$ cat config.mk
export PLATFORM = sky130hd
export DESIGN_NAME = bldc_gate_deadtime
export DESIGN_NICKNAME = d
export VERILOG_FILES = /design/src/rtl/bldc_gate_pkg.sv /design/src/rtl/gate_leg_deadtime.sv /design/src/rtl/bldc_gate_deadtime.sv
export SDC_FILE = /design/constraint.sdc
export NUM_CORES = 1
export LEC_CHECK = 0
export BUFFER_PORTS_ARGS = -buffer_cell sky130_fd_sc_hd__buf_2
export CORE_UTILIZATION = 50
export CTS_CLUSTER_SIZE = 8
export DETAILED_ROUTE_END_ITERATION = 8
export PLACE_DENSITY_LB_ADDON = 0.05
export SLEW_MARGIN = 30
export SYNTH_ARGS = -nofsm -noshare
export SYNTH_HDL_FRONTEND = slang
export SYNTH_SLANG_ARGS = --single-unit
$ cat constraint.sdc
create_clock -name clk -period 2 [get_ports clk]
set_input_delay 0.1 -clock clk [delete_from_list [all_inputs] [get_ports clk]]
set_output_delay 0.1 -clock clk [all_outputs]
set_load 0.01 [all_outputs]
$ cat src/rtl/bldc_gate_pkg.sv
// Shared types and helpers for the BLDC gate driver with dead-time insertion.
// Latency: n/a (types and pure functions only).
// Backpressure: n/a.
package bldc_gate_pkg;

    // Per-leg FSM state: both gates off in IDLE and DEAD.
    typedef enum logic [1:0] {
        IDLE,
        DEAD,
        HIGH,
        LOW
    } leg_state_t;

    // What the upstream commutation logic wants the leg to do right now.
    typedef enum logic [1:0] {
        REQ_OFF,
        REQ_HIGH,
        REQ_LOW
    } leg_req_t;

    localparam int DEAD_CYCLES_DEFAULT = 50;
    localparam int CNT_W_DEFAULT       = 10;

    // A leg is off when disabled, faulted or PWM is low; otherwise the
    // bridge side selects which switch conducts.
    function automatic leg_req_t leg_request(input logic en,
                                             input logic flt,
                                             input logic pwm,
                                             input logic side);
        if (!en || flt || !pwm) begin
            return REQ_OFF;
        end
        return side ? REQ_HIGH : REQ_LOW;
    endfunction

    // State a leg lands in once its dead time has expired.
    function automatic leg_state_t req_to_state(input leg_req_t req);
        case (req)
            REQ_HIGH: return HIGH;
            REQ_LOW:  return LOW;
            default:  return IDLE;
        endcase
    endfunction

endpackage

$ cat src/rtl/gate_leg_deadtime.sv
// One half-bridge leg: FSM plus counter enforcing a dead time between gates.
// Latency: 1 cycle from IDLE or to off; dead_cycles+1 cycles for a HIGH<->LOW swap.
// Backpressure: none; req is sampled every cycle, changes during DEAD only matter on the last DEAD cycle.
//
// Ports: clk, reset (async, active-high), req (leg request), dead_cycles
// (counter load value), gate_h / gate_l (registered gate drives).
module gate_leg_deadtime
    import bldc_gate_pkg::*;
#(
    parameter int CNT_W     = CNT_W_DEFAULT,
    // Reset load of the counter; kept as a constant so the async reset value is static.
    parameter int RESET_CNT = DEAD_CYCLES_DEFAULT
) (
    input  logic             clk,
    input  logic             reset,
    input  leg_req_t         req,
    input  logic [CNT_W-1:0] dead_cycles,
    output logic             gate_h,
    output logic             gate_l
);

    leg_state_t       state, state_nxt;
    logic [CNT_W-1:0] cnt,   cnt_nxt;

    always_comb begin
        state_nxt = state;
        cnt_nxt   = cnt;
        case (state)
            IDLE: begin
                state_nxt = req_to_state(req);
            end
            HIGH: begin
                if (req != REQ_HIGH) begin
                    state_nxt = DEAD;
                    cnt_nxt   = dead_cycles;
                end
            end
            LOW: begin
                if (req != REQ_LOW) begin
                    state_nxt = DEAD;
                    cnt_nxt   = dead_cycles;
                end
            end
            DEAD: begin
                cnt_nxt = cnt - CNT_W'(1);
                // <= guards against a zero count ever locking the leg in DEAD.
                if (cnt <= CNT_W'(1)) begin
                    state_nxt = req_to_state(req);
                end
            end
            default: begin
                state_nxt = DEAD;
                cnt_nxt   = dead_cycles;
            end
        endcase
    end

    // Gates are registered from the next state so they change on the same
    // edge as the state register, with no decode glitches at the pins.
    always_ff @(posedge clk or posedge reset) begin
        if (reset) begin
            state  <= DEAD;
            cnt    <= CNT_W'(RESET_CNT);
            gate_h <= 1'b0;
            gate_l <= 1'b0;
        end else begin
            state  <= state_nxt;
            cnt    <= cnt_nxt;
            gate_h <= (state_nxt == HIGH);
            gate_l <= (state_nxt == LOW);
        end
    end

endmodule

$ cat src/rtl/bldc_gate_deadtime.sv
// Three-phase gate driver: request decode, dead-time legs, overcurrent fault latch.
// Latency: gate edges 1 cycle after request change (DEAD_CYCLES+1 for a swap); fault to gates off 4 cycles.
// Backpressure: none; inputs are sampled every cycle, a latched fault holds all gates off until cleared.
//
// Ports: clk, reset (async, active-high), enable, pwm_phase_a/b/c,
// bridge_side_a/b/c, fault_n (async, active-low), fault_clear (pulse),
// gate_ah/al/bh/bl/ch/cl, fault_latched, fault_count[7:0].
module bldc_gate_deadtime
    import bldc_gate_pkg::*;
#(
    parameter int DEAD_CYCLES = DEAD_CYCLES_DEFAULT,
    parameter int CNT_W       = CNT_W_DEFAULT
) (
    input  logic       clk,
    input  logic       reset,
    input  logic       enable,
    input  logic       pwm_phase_a,
    input  logic       pwm_phase_b,
    input  logic       pwm_phase_c,
    input  logic       bridge_side_a,
    input  logic       bridge_side_b,
    input  logic       bridge_side_c,
    input  logic       fault_n,
    input  logic       fault_clear,
    output logic       gate_ah,
    output logic       gate_al,
    output logic       gate_bh,
    output logic       gate_bl,
    output logic       gate_ch,
    output logic       gate_cl,
    output logic       fault_latched,
    output logic [7:0] fault_count
);

    localparam logic [CNT_W-1:0] DEAD_LOAD = CNT_W'(DEAD_CYCLES);

    // fault_n is asynchronous; resetting to 1 means "no fault" while syncing up.
    logic [1:0] fault_sync;
    logic       fault_ok;

    always_ff @(posedge clk or posedge reset) begin
        if (reset) begin
            fault_sync <= 2'b11;
        end else begin
            fault_sync <= {fault_sync[0], fault_n};
        end
    end

    assign fault_ok = fault_sync[1];

    // Set wins over clear, so a clear only takes effect once the comparator
    // has been seen high through the synchronizer.
    always_ff @(posedge clk or posedge reset) begin
        if (reset) begin
            fault_latched <= 1'b0;
            fault_count   <= 8'd0;
        end else if (!fault_ok) begin
            fault_latched <= 1'b1;
            if (!fault_latched && fault_count != 8'hFF) begin
                fault_count <= fault_count + 8'd1;
            end
        end else if (fault_clear) begin
            fault_latched <= 1'b0;
        end
    end

    leg_req_t req_a, req_b, req_c;

    always_comb begin
        req_a = leg_request(enable, fault_latched, pwm_phase_a, bridge_side_a);
        req_b = leg_request(enable, fault_latched, pwm_phase_b, bridge_side_b);
        req_c = leg_request(enable, fault_latched, pwm_phase_c, bridge_side_c);
    end

    gate_leg_deadtime #(.CNT_W(CNT_W), .RESET_CNT(DEAD_CYCLES)) u_leg_a (
        .clk        (clk),
        .reset      (reset),
        .req        (req_a),
        .dead_cycles(DEAD_LOAD),
        .gate_h     (gate_ah),
        .gate_l     (gate_al)
    );

    gate_leg_deadtime #(.CNT_W(CNT_W), .RESET_CNT(DEAD_CYCLES)) u_leg_b (
        .clk        (clk),
        .reset      (reset),
        .req        (req_b),
        .dead_cycles(DEAD_LOAD),
        .gate_h     (gate_bh),
        .gate_l     (gate_bl)
    );

    gate_leg_deadtime #(.CNT_W(CNT_W), .RESET_CNT(DEAD_CYCLES)) u_leg_c (
        .clk        (clk),
        .reset      (reset),
        .req        (req_c),
        .dead_cycles(DEAD_LOAD),
        .gate_h     (gate_ch),
        .gate_l     (gate_cl)
    );

endmodule

==> metrics.yaml <==
cts_tree: "built"
wl_met1_um: 2890
root_buffer: "clkbuf_8"
syn_area_um2: 2880
cts.htree.levels: 2
layout.cells.non_filler: 419
crit_type: "register to register"
min_period_over_period_pct: 98.0
crit_fanout: 5
drt_iter0_markers: 93
post_dp_cell_area_um2: 3200
hold_violations: 0
clockBufferDepth: 2
die_w_um: 77.9
ys_ff_latch: 53
drive_above_1_share_pct: 23.9
drtPass1Iterations: 4
grt_max_degree: 33
cts.sinks: 53
clkSlewWorstSetupHoldPaths_ps: 90
yosysWarnings: 0
status: "finished clean"
final_cell_mix: "39 x dfrtp_1, 25 x buf_2, 24 x o21ai_0"
via_per_inst: 5.70
tightest_slew_ps: 563
coreArea_um2: 5540
cts_made_buffers: 5
rsz0062_at_grt: "true"
p_per_area_nw_per_um2: 1220
crit_required_ps: 2230
dr_wl_met2_um: 2650
antenna_left: 0
syn_to_final_growth_pct: 17.5
synth_ff_type: "dfrtp_1"
finalInstanceArea_um2: 3380
globalplace.congestion: 0.799
filler_cell_count: 487
vias: 2388
irDropWorstVdd_mv: 0.620
finalSetupViolations: 0
grt_overflow: 0
synth_seq_area_share_pct: 46.7
wl_met3_um: 199
drv_cap: 0
synthesis.instances: 302
num_rows: 27
layout.nets: 364
wirelength_um: 5790
dpl.hpwl_um: 4120
worstSetupStartpointType: "register"
top_layer_used: "met4"
grt_pass1_vias: 2233
synth-async-reset-ratio_pct: 100
io_buffer_count: 25
die_y_um: 77.9
drc_errors: 0
worst_setup_path_end_kind: "register"
die-area_um2: 6060
final.min_clock_period_ps: 1960
syn_nets: 320
ios: 26
drv_slew: 0
wire_per_inst_um: 13.8
dp.cells: 407
synth_edf_count: 0
grt_pass1_wl_um: 10100
clock_latency_ps: 300
synth.distinct_cells: 45
final_common_cell: "dfrtp_1"
avgSynthCellArea_um2: 9.52
n_antenna_cell: 0
antenna_found_initial: 0
grt_util_all_layers_pct: 20.8
leakagePower_nw: 1.44
initial_core_util_pct: 51.9
hold_class: "input port to register"
finClkSkew_ps: 10.1
worstPathArrival_ps: 2200
relSlewSlack_pct: 62.1
max_clock_freq_mhz: 510
p_total_w: 0.00413
-- metrics by stage --
| stage | hold WS (ps) | setup slack, ps | setup TNS, ps | utilization, % |
|---|---|---|---|---|
| floorplan | 104 | 39.3 | 0 | - |
| CTS | 35.7 | 54.7 | 0 | 60.4 |
| detailed placement | 153 | 49.6 | 0 | 57.8 |
| finish | 40.6 | 39.6 | 0 | 61.0 |
| global placement | 147 | 73.7 | 0 | 57.8 |
| global route | 50.1 | -11.8 | -11.8 | 61.0 |
-- power breakdown --
part / internal, W / switching [W] / total, W / leakage, nW
combinational: 0.000746 / 0.000774 / 0.00152 / 0.745
clock: 0.000409 / 0.000340 / 0.000749 / 0.0585
sequential: 0.00151 / 0.000354 / 0.00186 / 0.632
-- critical path, cell delays in order (launching register included) --
cell and delay (ps):
dfrtp_1 390, or4_4 570, or4_4 490, or3_1 310, a21oi_1 140
-- area by class of cell --
type	instances	area, um2	share of cell area [%]
clock inverters	1	30.0	0.889
repair buffers	47	310	9.18
inverters	12	45.0	1.33
well taps	72	90.1	2.67
clock buffers	7	86.3	2.55
multi-input cells	227	1470	43.6
flip-flops and latches	53	1340	39.8
-- per-layer routing --
layer | global-route usage (%) | vias to the layer above
li1 | - | 1207
met1 | 28.5 | 1140
met2 | 34.0 | 37
met3 | 3.41 | 4
met4 | 5.66 | 0
met5 | 0 | -
-- timing repair --
action,in CTS,in global routing
hold buffers,3,0
hold endpoints to repair,16,0
setup buffers,0,1
setup endpoints to repair,0,7
resized for setup,0,6
-- path summary, 6_finish.rpt --
kind | cells past startpoint | start | end | slack [ps]
min | 2 | bridge_side_b | u_leg_b.gate_l | 40
min reg2reg | 0 | fault_sync[0] | fault_sync[1] | 360
max in group asynchronous | 4 | reset | u_leg_a.cnt[1] | 1030
max | 4 | u_leg_b.cnt[2] | u_leg_b.cnt[8] | 40
max reg2reg | 4 | u_leg_b.cnt[2] | u_leg_b.cnt[8] | 40
min in group asynchronous | 3 | reset | u_leg_b.cnt[9] | 360
-- cell families after synthesis --
kind of cell    share of synthesized area (%)
xor+xnor                                 1.83
compound gates                           17.5
flops                                    46.7
mux                                      2.17
fa+ha+maj                                3.04
buf+inv                                  2.87
simple gates                             25.8
-- state kept, by name (all words and copies together) (netlist names), 2 cells and up --
signal / cells
u_leg_a.cnt: 10
u_leg_b.cnt: 10
u_leg_c.cnt: 10
fault_count: 8
fault_sync: 2
u_leg_a.state: 2
u_leg_b.state: 2
u_leg_c.state: 2
-- cells in the mapped netlist (2+ instances only) --
cell type   n  area (um2)
and3b_1     2        17.5
clkbuf_1   10        37.5
ha_1        7        87.6
a21oi_1    22         110
o41ai_2     2        32.5
nand4_1     4        25.0
or2_0       2        12.5
or2_2       4        25.0
o21a_1      6        45.0
mux2_2      2        22.5
nor2_1     22        82.6
dfstp_2    14         368
nor3_1      5        25.0
o22ai_1     2        12.5
a31oi_1     2        12.5
mux2i_1     4        40.0
nand2_1    19        71.3
o31ai_1     8        60.1
or3b_1      2        17.5
and2_1      3        18.8
nor2b_1     3        18.8
nand3_1     7        35.0
inv_1      12        45.0
a41oi_1     2        17.5
or4_4       2        22.5
nor4_1      7        43.8
and3_1      3        18.8
nor3b_1     2        15.0
nand3b_1    6        45.0
or4_1      16         120
a211oi_1    3        22.5
nand2b_1    5        31.3
or3_1      10        62.6
a2111oi_1   2        20.0
dfrtp_1    39         976
xnor2_1     6        52.6
o211ai_1    4        30.0
o21ai_0    24         120
Power figures use the tool's default switching activity.
